**src/rtl/inst_fetch_unit_pkg.sv**
```systemverilog
// rtl/inst_fetch_unit_pkg.sv - shared types and constants for the instruction fetch front end
package inst_fetch_unit_pkg;

  localparam logic VALID   = 1'b1;
  localparam logic INVALID = 1'b0;

  localparam int DEF_ADDR_W  = 32;
  localparam int DEF_INST_W  = 32;
  localparam int DEF_PC_STEP = 4;

  // ISSUE: a request may be offered; WAIT: one request outstanding
  typedef enum logic {
    ST_ISSUE = 1'b0,
    ST_WAIT  = 1'b1
  } fetch_state_e;

  // occupancy counter width: enough to hold the value DEPTH itself
  function automatic int cnt_width(input int depth);
    return $clog2(depth) + 1;
  endfunction

endpackage

```
**src/rtl/inst_fetch_unit_fifo.sv**
```systemverilog
// rtl/inst_fetch_unit_fifo.sv - synchronous fetch FIFO holding {inst, pc} entries
module fetch_fifo
  import inst_fetch_unit_pkg::*;
#(
  parameter int DEPTH = 4,
  parameter int W     = 64
) (
  input  logic                      clk,
  input  logic                      rst,
  input  logic                      i_en,
  input  logic                      i_clear,
  input  logic                      i_push,
  input  logic [W-1:0]              i_push_data,
  input  logic                      i_pop,
  output logic [W-1:0]              o_head,
  output logic [$clog2(DEPTH):0]    o_count,
  output logic                      o_empty,
  output logic                      o_full
);

  localparam int PTR_W = $clog2(DEPTH);
  localparam int CNT_W = cnt_width(DEPTH);

  logic [W-1:0]     r_mem [DEPTH];
  logic [PTR_W-1:0] r_rd_ptr;
  logic [PTR_W-1:0] r_wr_ptr;
  logic [CNT_W-1:0] r_count;
  logic             w_do_push;
  logic             w_do_pop;

  assign o_empty   = (r_count == '0);
  assign o_full    = (r_count == CNT_W'(DEPTH));
  assign w_do_pop  = i_pop & ~o_empty;
  // a pop frees the head slot in the same edge, so push is legal even when full
  assign w_do_push = i_push & (~o_full | w_do_pop);
  assign o_count   = r_count;
  // empty FIFO presents zeros so the head outputs are defined after reset
  assign o_head    = o_empty ? '0 : r_mem[r_rd_ptr];

  // pointer and occupancy update; clear wins over push/pop
  always_ff @(posedge clk) begin
    if (rst) begin
      r_rd_ptr <= '0;
      r_wr_ptr <= '0;
      r_count  <= '0;
    end else if (i_en) begin
      if (i_clear) begin
        r_rd_ptr <= '0;
        r_wr_ptr <= '0;
        r_count  <= '0;
      end else begin
        if (w_do_push) r_wr_ptr <= r_wr_ptr + 1'b1;
        if (w_do_pop)  r_rd_ptr <= r_rd_ptr + 1'b1;
        case ({w_do_push, w_do_pop})
          2'b10:   r_count <= r_count + CNT_W'(1);
          2'b01:   r_count <= r_count - CNT_W'(1);
          default: r_count <= r_count;
        endcase
      end
    end
  end

  // entry storage; contents need no reset because pointers define validity
  always_ff @(posedge clk) begin
    if (i_en && !i_clear && w_do_push) begin
      r_mem[r_wr_ptr] <= i_push_data;
    end
  end

endmodule

```
**src/rtl/inst_fetch_unit.sv**
```systemverilog
// rtl/inst_fetch_unit.sv - PC, single-outstanding icache requester and fetch buffer
module inst_fetch_unit
  import inst_fetch_unit_pkg::*;
#(
  parameter int                   ADDR_W    = DEF_ADDR_W,
  parameter int                   INST_W    = DEF_INST_W,
  parameter int unsigned          PC_STEP   = DEF_PC_STEP,
  parameter logic [ADDR_W-1:0]    RESET_PC  = '0,
  parameter int                   BUF_DEPTH = 4
) (
  input  logic              clk,
  input  logic              rst,
  input  logic              rdy,
  output logic              ic_req_valid,
  output logic [ADDR_W-1:0] ic_req_addr,
  input  logic              ic_req_ready,
  input  logic              ic_resp_valid,
  input  logic [INST_W-1:0] ic_resp_inst,
  input  logic              redirect_valid,
  input  logic [ADDR_W-1:0] redirect_pc,
  input  logic              iq_full,
  output logic              iq_valid,
  output logic [INST_W-1:0] iq_inst,
  output logic [ADDR_W-1:0] iq_pc
);

  localparam int CNT_W = cnt_width(BUF_DEPTH);
  localparam int ENT_W = INST_W + ADDR_W;

  fetch_state_e      r_state;
  fetch_state_e      w_state_nxt;
  logic [ADDR_W-1:0] r_pc;
  logic [ADDR_W-1:0] w_pc_nxt;
  logic [ADDR_W-1:0] r_req_pc;
  logic [ADDR_W-1:0] w_req_pc_nxt;
  logic              r_drop;
  logic              w_drop_nxt;
  logic              w_req_valid;
  logic              w_req_fire;
  logic              w_push;
  logic              w_pop;
  logic [CNT_W-1:0]  w_count;
  logic              w_empty;
  logic              w_full;
  logic [ENT_W-1:0]  w_head;

  fetch_fifo #(
    .DEPTH (BUF_DEPTH),
    .W     (ENT_W)
  ) u_fifo (
    .clk         (clk),
    .rst         (rst),
    .i_en        (rdy),
    .i_clear     (redirect_valid),
    .i_push      (w_push),
    .i_push_data ({ic_resp_inst, r_req_pc}),
    .i_pop       (w_pop),
    .o_head      (w_head),
    .o_count     (w_count),
    .o_empty     (w_empty),
    .o_full      (w_full)
  );

  assign ic_req_valid = w_req_valid;
  assign ic_req_addr  = r_pc;
  assign iq_valid     = ~w_empty;
  assign iq_inst      = w_head[ENT_W-1:ADDR_W];
  assign iq_pc        = w_head[ADDR_W-1:0];
  assign w_req_fire   = w_req_valid & ic_req_ready;
  // a redirect flushes the buffer, so nothing may leave it in that cycle
  assign w_pop        = ~w_empty & ~iq_full & ~redirect_valid;

  // state, PC and drop flag; rdy=0 freezes everything
  always_ff @(posedge clk) begin
    if (rst) begin
      r_state  <= ST_ISSUE;
      r_pc     <= RESET_PC;
      r_req_pc <= RESET_PC;
      r_drop   <= INVALID;
    end else if (rdy) begin
      r_state  <= w_state_nxt;
      r_pc     <= w_pc_nxt;
      r_req_pc <= w_req_pc_nxt;
      r_drop   <= w_drop_nxt;
    end
  end

  // next-state, request offer and push decision
  always_comb begin
    w_state_nxt  = r_state;
    w_pc_nxt     = r_pc;
    w_req_pc_nxt = r_req_pc;
    w_drop_nxt   = r_drop;
    w_req_valid  = INVALID;
    w_push       = INVALID;
    case (r_state)
      ST_ISSUE: begin
        // only ask when the reply is guaranteed a free slot
        w_req_valid = ~rst & (w_count < CNT_W'(BUF_DEPTH));
        if (w_req_fire) begin
          w_state_nxt  = ST_WAIT;
          w_req_pc_nxt = r_pc;
        end
        if (redirect_valid) begin
          w_pc_nxt = redirect_pc;
          // the request just accepted belongs to the old stream
          if (w_req_fire) w_drop_nxt = VALID;
        end
      end
      ST_WAIT: begin
        if (redirect_valid) begin
          w_pc_nxt = redirect_pc;
          if (ic_resp_valid) begin
            w_drop_nxt  = INVALID;
            w_state_nxt = ST_ISSUE;
          end else begin
            w_drop_nxt  = VALID;
          end
        end else if (ic_resp_valid) begin
          if (!r_drop) begin
            w_push   = VALID;
            w_pc_nxt = r_req_pc + ADDR_W'(PC_STEP);
          end
          w_drop_nxt  = INVALID;
          w_state_nxt = ST_ISSUE;
        end
      end
      default: begin
        w_state_nxt = ST_ISSUE;
      end
    endcase
  end

endmodule

```
**config.mk**
```make
export PLATFORM = sky130hd
export DESIGN_NAME = inst_fetch_unit
export DESIGN_NICKNAME = d
export VERILOG_FILES = /design/src/rtl/inst_fetch_unit_pkg.sv /design/src/rtl/inst_fetch_unit_fifo.sv /design/src/rtl/inst_fetch_unit.sv
export SDC_FILE = /design/constraint.sdc
export NUM_CORES = 1
export LEC_CHECK = 0
export BUFFER_PORTS_ARGS = -buffer_cell sky130_fd_sc_hd__buf_2
export CAP_MARGIN = 5
export CORE_AREA = 2 2 160 162
export CTS_CLUSTER_SIZE = 20
export DETAILED_ROUTE_END_ITERATION = 10
export DIE_AREA = 0 0 162 164
export GPL_TIMING_DRIVEN = 1
export PLACE_DENSITY = 0.85
export SYNTH_ARGS = -nofsm -noshare
export SYNTH_HDL_FRONTEND = slang
export SYNTH_HIERARCHICAL = 1
export SYNTH_SLANG_ARGS = --single-unit
```
**constraint.sdc**
```tcl
create_clock -name clk -period 9.3 [get_ports clk]
set_clock_uncertainty 0.05 [all_clocks]
set_input_delay 0.93 -clock clk [delete_from_list [all_inputs] [get_ports clk]]
set_output_delay 0.93 -clock clk [all_outputs]
set_load 0.02 [all_outputs]
```
# After elaboration in Yosys (flattened, before gate mapping)

Memory sizes are Yosys's and may differ from the RTL's. A register that Yosys moved wholly into a read port is not among the register bits.
Index checks and enable logic that the tools add are counted.

Register bits after elaboration: 73
Memory bits (writable): 256
Bits of input ports: 71
Output and inout port bits: 98
Logic and storage cells: 76
Memories: 1

Add/sub/neg operators: 5
Magnitude comparators: 1
Equality and inequality tests: 7
Multiplexer cells: 29
Bitwise operators: 13
Reduce and logical (&&, ||, !) cells: 13

Memory list:

| name         | words | bits a word | rd ports | clocked after Yosys merged registers in | wr ports | RTL line                   | RTL |
|---|---|---|---|---|---|---|---|
| u_fifo.r_mem | 4     | 64          | 1        | 1                                       | 1        | inst_fetch_unit_fifo.sv:24 | `logic [W-1:0] r_mem [DEPTH];` |

Operators by type and width:

| cell                  | number |
|---|---|
| $mux 32               | 4 |
| $mux 64               | 1 |
| $pmux 32 s2           | 1 |
| $add 32x3->32 const B | 1 |
| $mux 1                | 13 |
| $mux 2                | 6 |
| $reduce_and 4->1      | 2 |
| $and 1x1->1           | 6 |
| $ne 3x3->1 const B    | 2 |
| $not 1->1             | 6 |
| $pmux 3 s2            | 1 |
| $reduce_and 2->1      | 3 |
| $add 2x1->2 const B   | 2 |
| $ne 2x2->1 const B    | 2 |
| $pmux 1 s2            | 2 |
| $reduce_bool 2->1     | 2 |
| $add 3x1->3 const B   | 1 |
| $eq 3x3->1 const B    | 1 |
| $logic_not 3->1       | 1 |
| $lt 3x3->1 const B    | 1 |
| $mux 3                | 1 |
| $reduce_and 3->1      | 1 |
| $reduce_bool 3->1     | 1 |
| $sub 3x1->3 const B   | 1 |
| 5 further kinds       | 6 |

# Longest topological paths before layout

Gate-level depths: netlist of the first run.

Depth in word-level cells: 10
Mapped depth: 10
Depth with buffers taken out: 8

# Hierarchy

Netlist of the first run, hierarchy kept.

By module, submodules not included:

| module          | times used | cells each | area an instance (µm²) | sequential area each (µm²) |
|---|---|---|---|---|
| fetch_fifo      | 1          | 468        | 10,196.0               | 7,867.5 |
| inst_fetch_unit | 1          | 401        | 3,286.9                | 1,321.3 |

# Least setup slack after synthesis of the first run

Ideal clock, no wire load.

Kind: input port to flip-flop
From: input redirect_valid
To: memory u_fifo.r_mem[0][0], enable pin
Library setup time: 0.429 ns
Arrival: 3.601 ns
Required time: 8.821 ns
Setup slack: 5.220 ns
Stages: 7
Path buffers: 2
Path through: clkbuf_1 > buf_6 > nor3_1 > or4b_1 > nand3_2 > nor2_1 > and2_1

Cells in the longest elaborated chain, start to end: 8
Elaborated cells between the ends (all ways): 12
Those cells by class: mux (4); bitwise (5); reduce/logical (3)

Ends and longest elaborated chain:

| what                         | RTL line                   | RTL |
|---|---|---|
| start: declaration           | inst_fetch_unit.sv:19      | `input logic redirect_valid,` |
| $not 1->1                    | inst_fetch_unit.sv:71      | `assign w_pop = ~w_empty & ~iq_full & ~redirect_valid;` |
| $and 1x1->1                  | inst_fetch_unit.sv:71      |  |
| via w_pop                    | inst_fetch_unit.sv:41      | `logic w_pop;` |
| $and 1x1->1                  | inst_fetch_unit_fifo.sv:33 | `assign w_do_pop = i_pop & ~o_empty;` |
| $or 1x1->1                   | inst_fetch_unit_fifo.sv:35 | `assign w_do_push = i_push & (~o_full \| w_do_pop);` |
| $and 1x1->1                  | inst_fetch_unit_fifo.sv:35 |  |
| $logic_and 1x1->1            | inst_fetch_unit_fifo.sv:65 | `if (i_en && !i_clear && w_do_push) begin` |
| $mux 1                       | inst_fetch_unit_fifo.sv:65 |  |
| $mux 1 (implied by the code) | inst_fetch_unit_fifo.sv:66 | `r_mem[r_wr_ptr] <= i_push_data;` |
| end: declaration             | inst_fetch_unit_fifo.sv:24 |  |

The timed path passes the listed nets, and every way through them passes these cells.

==> results of run 1 <==
## sequential cells by signal, indices dropped and copies added, names as in the netlist, named ones only
| register | count |
|---|---|
| ic_req_addr | 32 |
| r_drop | 1 |
| r_req_pc | 32 |
| r_state | 1 |
| u_fifo/o_count | 3 |
| u_fifo/r_mem | 256 |
| u_fifo/r_rd_ptr | 2 |
| u_fifo/r_wr_ptr | 2 |
## worst register-to-register path, cell delays in order (launching register included)
cell	delay (ps)
dfxtp_1	420
and3b_1	240
nor2b_1	460
nand3_2	200
nor2_1	320
and2_4	830
## layer usage
metal  wire [um]  vias up  GRT usage, %
li1            -     3624             -
met1       11500     3938          28.5
met2       14200      297          36.2
met3        1690       54          3.61
met4         843        0          7.48
met5           0        -             0
## layout make-up
cell class	instances	area [sq um]
flip-flops and latches	331	9200
fillers	1799	9190
well taps	330	413
repair buffers	175	893
multi-input cells	476	3990
inverters	7	26.3
diodes	1	2.50
clock buffers	47	941
clock inverters	14	176
## power by group
part | switching (mW) | leakage, nW | internal, mW
Clock | 0.526 | 0.542 | 0.821
Combinational | 0.0538 | 1.88 | 0.0309
Sequential | 0.0114 | 2.92 | 1.59
## worst min-delay path by stage
stage / end / start
5_1_grt: r_req_pc[20] / ic_req_addr[20]
3_5_place_dp: r_req_pc[20] / ic_req_addr[20]
6_report: r_req_pc[16] / ic_req_addr[16]
3_3_place_gp: ic_req_addr[9] / ic_req_addr[9]
4_1_cts: r_req_pc[16] / ic_req_addr[16]
2_1_floorplan: u_fifo/r_wr_ptr[0] / u_fifo/r_wr_ptr[0]
## stage by stage
stage / std cells / util (%)
after floorplan: 868 / -
after detailed placement: 1319 / 58.5
after global placement: 1319 / 58.5
after global routing: 1381 / 63.0
after CTS: 1380 / 63.0
final: 1381 / 63.0
==> qor.csv, run 1 <==
metric,value,unit
clock root buffer,clkbuf_16,
Synth Net Count,945,
Tot Pwr,3.04,mW
Resized cells post-CTS,0,
H-tree Lvls,2,
initial drt markers,691,
post-route setup TNS,0,ps
Slew HR,30.8,%
nets,1102,
Crit. End Element,output port,
CP startpoint kind,flip-flop,
layout cells sized above 1,30.2,%
CP Cell Sequence,"buf_4, mux4_2, nor2b_1, buf_2",
Final GP Congestion,0.817,
Sink Count,331,
Syn. warnings,6,
Fin Hold WS,411,ps
CP arrival,2930,ps
Post-route DRC,0,
# setup viols final,0,
Final ANT Viol Nets,0,
initial core utilization,54.3,%
average size of a mapped cell,15.5,sq um
leakage power,5.34,nW
"Reg clk slew, reported paths",60,ps
Worst Path Required,8320,ps
largest net degree at the start of global routing,78,
Fin. Hold Viols,0,
final wirelength,28.2,mm
WP buf/inv,2,
Worst Hold Class,reg2reg,
Worst-Margin Slew,1040,ps
"Clk Latency, worst-skew pair",510,ps
CP Class,reg2out,
"Slowest-stage cell, CP",buf_4,
Mapped Area,0.0135,sq mm
Pwr Density,194,mW/mm^2
"delay-heaviest family, CP",buffers and inverters,
I/O Pins,169,
post-route cell area,0.0156,sq mm
RSZ-0062 raised after global routing,false,
core area,0.0248,sq mm
IO Port Bufs,168,
Fmax achieved,256,MHz
"Max FO, Critical Path",45,
CTS tree,yes,
DP Area,0.0145,sq mm
R2R Setup Slk,6290,ps
clk buf depth,3,
vias in the first global route,7824,
"leading cell type in the layout, fill and taps excluded",edfxtp_1,
setup bufs post-CTS,0,
total die area,0.0266,sq mm
HPWL after DPL,16.8,mm
pre-CTS setup slack,5680,ps
cell depth of the worst flop-to-flop path,5,
Via Count,7913,
DR vias/cell,5.73,
WL/cell,20.4,um
Num CTS Buffers,34,
number of detailed-route iterations in the first pass,5,
Post-Syn Instances,868,
highest ir drop seen on vdd,0.000111,V
worst hold path stage count,2,
initial antenna violation count,1,
Final WS setup,5390,ps
most frequent cells in the layout,"256 x edfxtp_1, 168 x buf_2, 93 x nand2_1",
Final Cycle Share,42.0,%
Tmin final,3910,ps
row count,58,
"Slew Viols, Final",0,
Die H,164,um
Critical Path End,iq_pc[2],
total track usage,21.4,%
global-route wire length before repair,43.4,mm
Die Span X,162,um
Hold Buf Count CTS,0,
max incr delay on CP,750,ps
reg2reg end,u_fifo/r_mem[2][0],
run status,finished clean,
Area Overhead vs Synth,16.0,%
Max Cap Viol,0,
stages on the worst setup path,4,
Worst R2R Start,r_state,
GRT Residual Overflow,0,
Note: power is estimated with default switching activity, not from simulation.
==> run 2, diff against run 1 <==
- ABC_AREA: default -> 1
- CORE_AREA: 2 2 160 162 -> 2 2 163 165
- DIE_AREA: 0 0 162 164 -> 0 0 165 167
- clock period: 9.3 -> 3.8 ns (I/O delays scaled with it)
==> run 2 against run 1 <==
Synthesized area rose by 4.1%. Flip-flop and latch count is the same. Worst setup slack got worse by 4900 ps. Critical path type unchanged. Sequential share of layout area down 2.5 points. Count of clock-buffer cells in the layout fell by 9. Power rose to 2.5 times the previous value. Wire length grew 19%. Critical path depth rose by 1. Critical endpoint is now iq_inst[9]. Combinational power increased to 8.1 times the previous value. Worst hold slack got worse by 380 ps.
==> qor.csv, run 2 <==
metric,value,unit
clock network power share,39.1,%
"Slowest-stage cell, CP",inv_2,
"Reg clk slew, reported paths",60,ps
hold path startpoint,redirect_pc[0],
asr flop ratio synth,0,%
Tot Pwr,7.71,mW
Antenna Cells,0,
initial antenna violation count,0,
Post-route DRC,0,
Synth Flop Type,edfxtp_1,
Final GP Congestion,0.905,
Die H,167,um
number of detailed-route iterations in the first pass,6,
Worst Hold Class,in2reg,
CP Class,reg2out,
Synth Net Count,1465,
GRT Residual Overflow,0,
Pwr Density,473,mW/mm^2
Area Overhead vs Synth,16.3,%
nets,1638,
Die Span X,165,um
Sink Count,331,
CTS tree,yes,
worst hold path stage count,3,
post-synth cell types,33,
HPWL after DPL,20.3,mm
most common cell in the synthesized netlist,nor2_1,
Final ANT Viol Nets,0,
IO Port Bufs,168,
Syn. warnings,6,
Fill cells,1911,
Hold EP,ic_req_addr[0],
Fin. Hold Viols,0,
cell depth of the worst flop-to-flop path,11,
Fin Hold WS,35.7,ps
Post-synth top cells,"341 x nor2_1, 256 x edfxtp_1, 171 x o21ai_0",
stages on the worst setup path,5,
Tmin final,3350,ps
Final Cycle Share,88.2,%
clk buf depth,3,
Via Count,10700,
Sw Pwr,1.85,mW
Logic pwr share,8.9,%
"Most flops, register",u_fifo/r_mem,
area occupied by multi-input gates,0.00414,sq mm
Slew HR,16.9,%
total die area,0.0276,sq mm
reg2reg end,u_fifo/r_mem[0][33],
largest net degree at the start of global routing,93,
CP Cell Sequence,"inv_2, buf_4, o21ai_0, a21oi_1, buf_2",
"EDFF count, synth",256,
Worst R2R Start,u_fifo/o_count[2],
"Max FO, Critical Path",72,
switch share,24.0,%
Mapped Area,0.0140,sq mm
WP buf/inv,3,
DR vias/cell,5.59,
Final WS setup,449,ps
initial core utilization,54.4,%
"top cells by area, synth","edfxtp_1 55%, dfxtp_1 11%, nor2_1 9.1%, o21ai_0 6.1%, a21oi_1 4.9%",
row count,59,
# setup viols final,0,
Resized cells post-CTS,0,
"delay-heaviest family, CP",buffers and inverters,
Int Power,5.86,mW
initial drt markers,1151,
I/O Pins,169,
H-tree Lvls,1,
core area,0.0258,sq mm
RSZ-0062 raised after global routing,false,
Synth area leader,edfxtp_1,
Largest register FFs,256,
CP startpoint kind,flip-flop,
final wirelength,33.5,mm
Worst Path Required,3370,ps
Fmax achieved,298,MHz
Crit. End Element,output port,
Sequential Power Share,52.0,%
run status,finished clean,
Num CTS Buffers,31,
"Seq/Total Area, Yosys",65.5,%
Post-Syn Instances,1388,
total track usage,23.7,%
Max Cap Viol,0,
max incr delay on CP,810,ps
Placed Cells,1831,
R2R Setup Slk,870,ps
"Slew Viols, Final",0,
layout cells sized above 1,16.3,%
CP arrival,2920,ps
leakage power,5.96,nW
final cell count without fillers,1919,
average size of a mapped cell,10.1,sq um
"Clk Latency, worst-skew pair",560,ps
pre-CTS setup slack,915,ps
most frequent cells in the layout,"337 x nor2_1, 256 x edfxtp_1, 171 x o21ai_0",
FF+latch area,0.00919,sq mm
clock root buffer,clkbuf_16,
"leading cell type in the layout, fill and taps excluded",nor2_1,
global-route wire length before repair,51.4,mm
Yosys top cell area share,54.8,%
Worst-Margin Slew,1240,ps
highest ir drop seen on vdd,0.000304,V
"FF+latch count, synth",331,
WL/cell,17.5,um
vias in the first global route,10200,
==> run 2: layout make-up <==
cell class	instances	area share [%]
clock buffer	38	4.92
clock inverter	18	1.10
inverter	69	1.59
multi-input combinational	915	25.4
sequential	331	56.4
tap	335	2.57
timing repair buffer	213	8.10
==> run 2: metal layers <==
layer	track usage (%)	wire, um
met5	0	0
met4	7.64	966
met3	3.84	2970
met2	39.3	16200
met1	31.9	13300
==> run 2: how the worst max path moves through the flow <==
stage,from,endpoint
6_report,flip-flop,iq_inst[9]
5_1_grt,flip-flop,iq_inst[9]
4_1_cts,flip-flop,iq_pc[4]
3_5_place_dp,u_fifo/o_count[2],u_fifo/r_mem[0][32]
3_3_place_gp,u_fifo/o_count[2],u_fifo/r_mem[0][36]
2_1_floorplan,u_fifo/o_count[2],u_fifo/r_mem[0][0]
==> run 2: cells by family after synthesis <==
family / count (synthesis) / share of synthesized area [%]
fa+ha+maj: 6 / 0.589
simple gates: 572 / 16.3
xor+xnor: 1 / 0.0625
flops: 331 / 65.5
compound gates: 336 / 12.4
buf+inv: 142 / 5.18
==> run 2: repair_timing <==
| action | CTS | global route |
|---|---|---|
| buffers inserted | 0 | 0 |
| hold endpoints to repair | 128 | 0 |
| hold buffers | 32 | 0 |
==> run 2: tightest hold or removal path: stages <==
cell and delay, ps:
buf_2 100, nand2_1 50, a31oi_1 70
==> run 2: power by group through the flow <==
stage | registers [mW] | clock network, mW | logic [mW]
floorplan | 4.08 | 0 | 0.434
global placement | 4.08 | 0 | 0.645
detailed placement | 4.08 | 0 | 0.658
CTS | 4.01 | 3.03 | 0.689
global route | 4.02 | 3.18 | 0.754
finish | 4.01 | 3.01 | 0.688
==> run 2: through the flow <==
step / setup TNS, ps / instance area [sq um] / utilization (%)
final: 0 / 16300 / 63.3
after floorplan: -226420 / 14000 / -
after global routing: 0 / 16300 / 63.3
after global placement: 0 / 15000 / 58.3
after CTS: 0 / 16300 / 63.3
after detailed placement: 0 / 15000 / 58.3
==> run 3, diff against run 2 <==
- CORE_AREA: 2 2 163 165 -> 2 2 159 161
- CTS_CLUSTER_DIAMETER: default -> 40
- DIE_AREA: 0 0 165 167 -> 0 0 161 163
- PLACE_DENSITY: 0.85 -> 0.89
==> run 3 against run 2 <==
Via count grew 0.48%. Clock power increased by 22%. Critical path depth grew 1. Largest power group unchanged.
==> qor.csv, run 3 (same netlist as run 2, synthesis figures left out) <==
metric,value,unit
Sw Pwr,2.08,mW
H-tree Lvls,2,
"Slew Viols, Final",0,
Hold EP,u_fifo/r_mem[1][63],
final wirelength,34.1,mm
number of detailed-route iterations in the first pass,6,
RSZ-0062 raised after global routing,false,
post-route cell area,0.0163,sq mm
GRT Residual Overflow,0,
"delay-heaviest family, CP",buffers and inverters,
WP buf/inv,2,
Fill cells,1786,
Worst R2R Start,u_fifo/o_count[2],
met3 Use GR,4.46,%
CP startpoint kind,flip-flop,
Post-route DRC,0,
"Reg clk slew, reported paths",70,ps
cell depth of the worst flop-to-flop path,11,
clock network power share,44.0,%
Max Cap Viol,0,
Antenna Cells,0,
# setup viols final,0,
largest net degree at the start of global routing,107,
Sink Count,331,
Tmin final,3040,ps
met2 usage,43.3,%
Num CTS Buffers,36,
Final GP Congestion,0.921,
nets,1616,
global-route wire length before repair,52.8,mm
run status,finished clean,
initial core utilization,56.8,%
DR vias/cell,5.68,
Logic pwr share,8.0,%
Final Cycle Share,79.9,%
Largest register FFs,256,
FF+latch area,0.00919,sq mm
clock root buffer,clkbuf_16,
vias in the first global route,10200,
Final WS setup,763,ps
worst hold path stage count,1,
"Slowest-stage cell, CP",dfxtp_4,
"leading cell type in the layout, fill and taps excluded",nor2_1,
initial drt markers,1318,
core area,0.0247,sq mm
Pwr Density,512,mW/mm^2
WL/cell,18.0,um
initial antenna violation count,0,
Slew HR,20.6,%
IO Port Bufs,168,
R2R Setup Slk,920,ps
I/O Pins,169,
Sequential Power Share,48.0,%
"Clk Latency, worst-skew pair",520,ps
M1 GR Usage,33.9,%
Int Power,6.29,mW
leakage power,6.01,nW
CTS tree,yes,
CP Cell Sequence,"buf_4, nor2_1, nor2_1, o21ai_0, a21oi_1, buf_2",
max incr delay on CP,650,ps
Via Count,10800,
Final ANT Viol Nets,0,
layout cells sized above 1,17.8,%
most frequent cells in the layout,"337 x nor2_1, 256 x edfxtp_1, 171 x o21ai_0",
total die area,0.0262,sq mm
Die Span X,161,um
Worst-Margin Slew,1190,ps
highest ir drop seen on vdd,0.000274,V
switch share,24.8,%
global route hottest layer,met2,
CP arrival,2610,ps
CP most frequent cell,nor2_1,
reg2reg end,u_fifo/r_mem[3][32],
total track usage,25.6,%
"Most flops, register",u_fifo/r_mem,
CP Class,reg2out,
"Max FO, Critical Path",44,
clk buf depth,3,
row count,58,
Fin. Hold Viols,0,
pre-CTS setup slack,947,ps
Worst Hold Class,in2reg,
Fmax achieved,329,MHz
DP Area,0.0150,sq mm
Crit. End Element,output port,
hold path startpoint,ic_resp_inst[31],
Worst Path Required,3370,ps
Area Overhead vs Synth,16.5,%
area occupied by multi-input gates,0.00414,sq mm
HPWL after DPL,20.9,mm
Die H,163,um
run 3: through the flow:
| step | total power [mW] | setup TNS [ps] | hold slack (ps) | utilization (%) | cells |
|---|---|---|---|---|---|
| 3_3_place_gp | 4.73 | 0 | 417 | 60.9 | 1829 |
| 3_5_place_dp | 4.75 | 0 | 421 | 60.9 | 1829 |
| 4_1_cts | 8.39 | 0 | 0.192 | 66.2 | 1895 |
| 2_1_floorplan | 4.51 | -226420 | 399 | - | 1388 |
| 6_report | 8.36 | 0 | 13.7 | 66.2 | 1896 |
| 5_1_grt | 8.60 | 0 | 4.11 | 66.2 | 1896 |
run 3: layout make-up:
class / count / area share, %
flip-flops and latches: 331 / 56.2
multi-input cells: 915 / 25.3
repair buffers: 186 / 6.38
clock buffers: 41 / 6.02
well taps: 330 / 2.53
clock inverters: 24 / 1.91
inverters: 69 / 1.58
run 3: power by group through the flow:
stage	Combinational, mW	Sequential (mW)	Clock [mW]
2_1_floorplan	0.434	4.08	0
3_3_place_gp	0.643	4.08	0
3_5_place_dp	0.661	4.09	0
4_1_cts	0.667	4.01	3.72
5_1_grt	0.723	4.02	3.86
6_report	0.668	4.01	3.68
run 3: worst register-to-register path: cells and delay by family, from the launching register on:
kind	cells	cell delay, ps
buffers and inverters	5	610
flip-flops	1	410
AND/OR/NAND/NOR	6	1490
run 3: what timing repair did:
action,4_1_cts,5_1_grt
setup endpoints to repair,0,0
endpoints found under the hold margin,4,4
gates resized for setup,0,0
setup buffers,0,0
hold buffers,1,1
run 3: layer usage:
layer	part of all wire [%]	vias to the layer above	wire length, um
li1	-	5053	-
met1	39	4977	13400
met2	48	666	16400
met3	10	77	3440
met4	2.5	0	859
met5	0	-	0
run 3: worst max-delay path by stage:
stage,endpoint,cells past startpoint
final,iq_inst[29],6
after global placement,u_fifo/r_mem[3][32],11
after global routing,u_fifo/r_mem[1][12],11
after floorplan,u_fifo/r_mem[0][0],11
after detailed placement,u_fifo/r_mem[3][34],11
after CTS,iq_pc[17],6
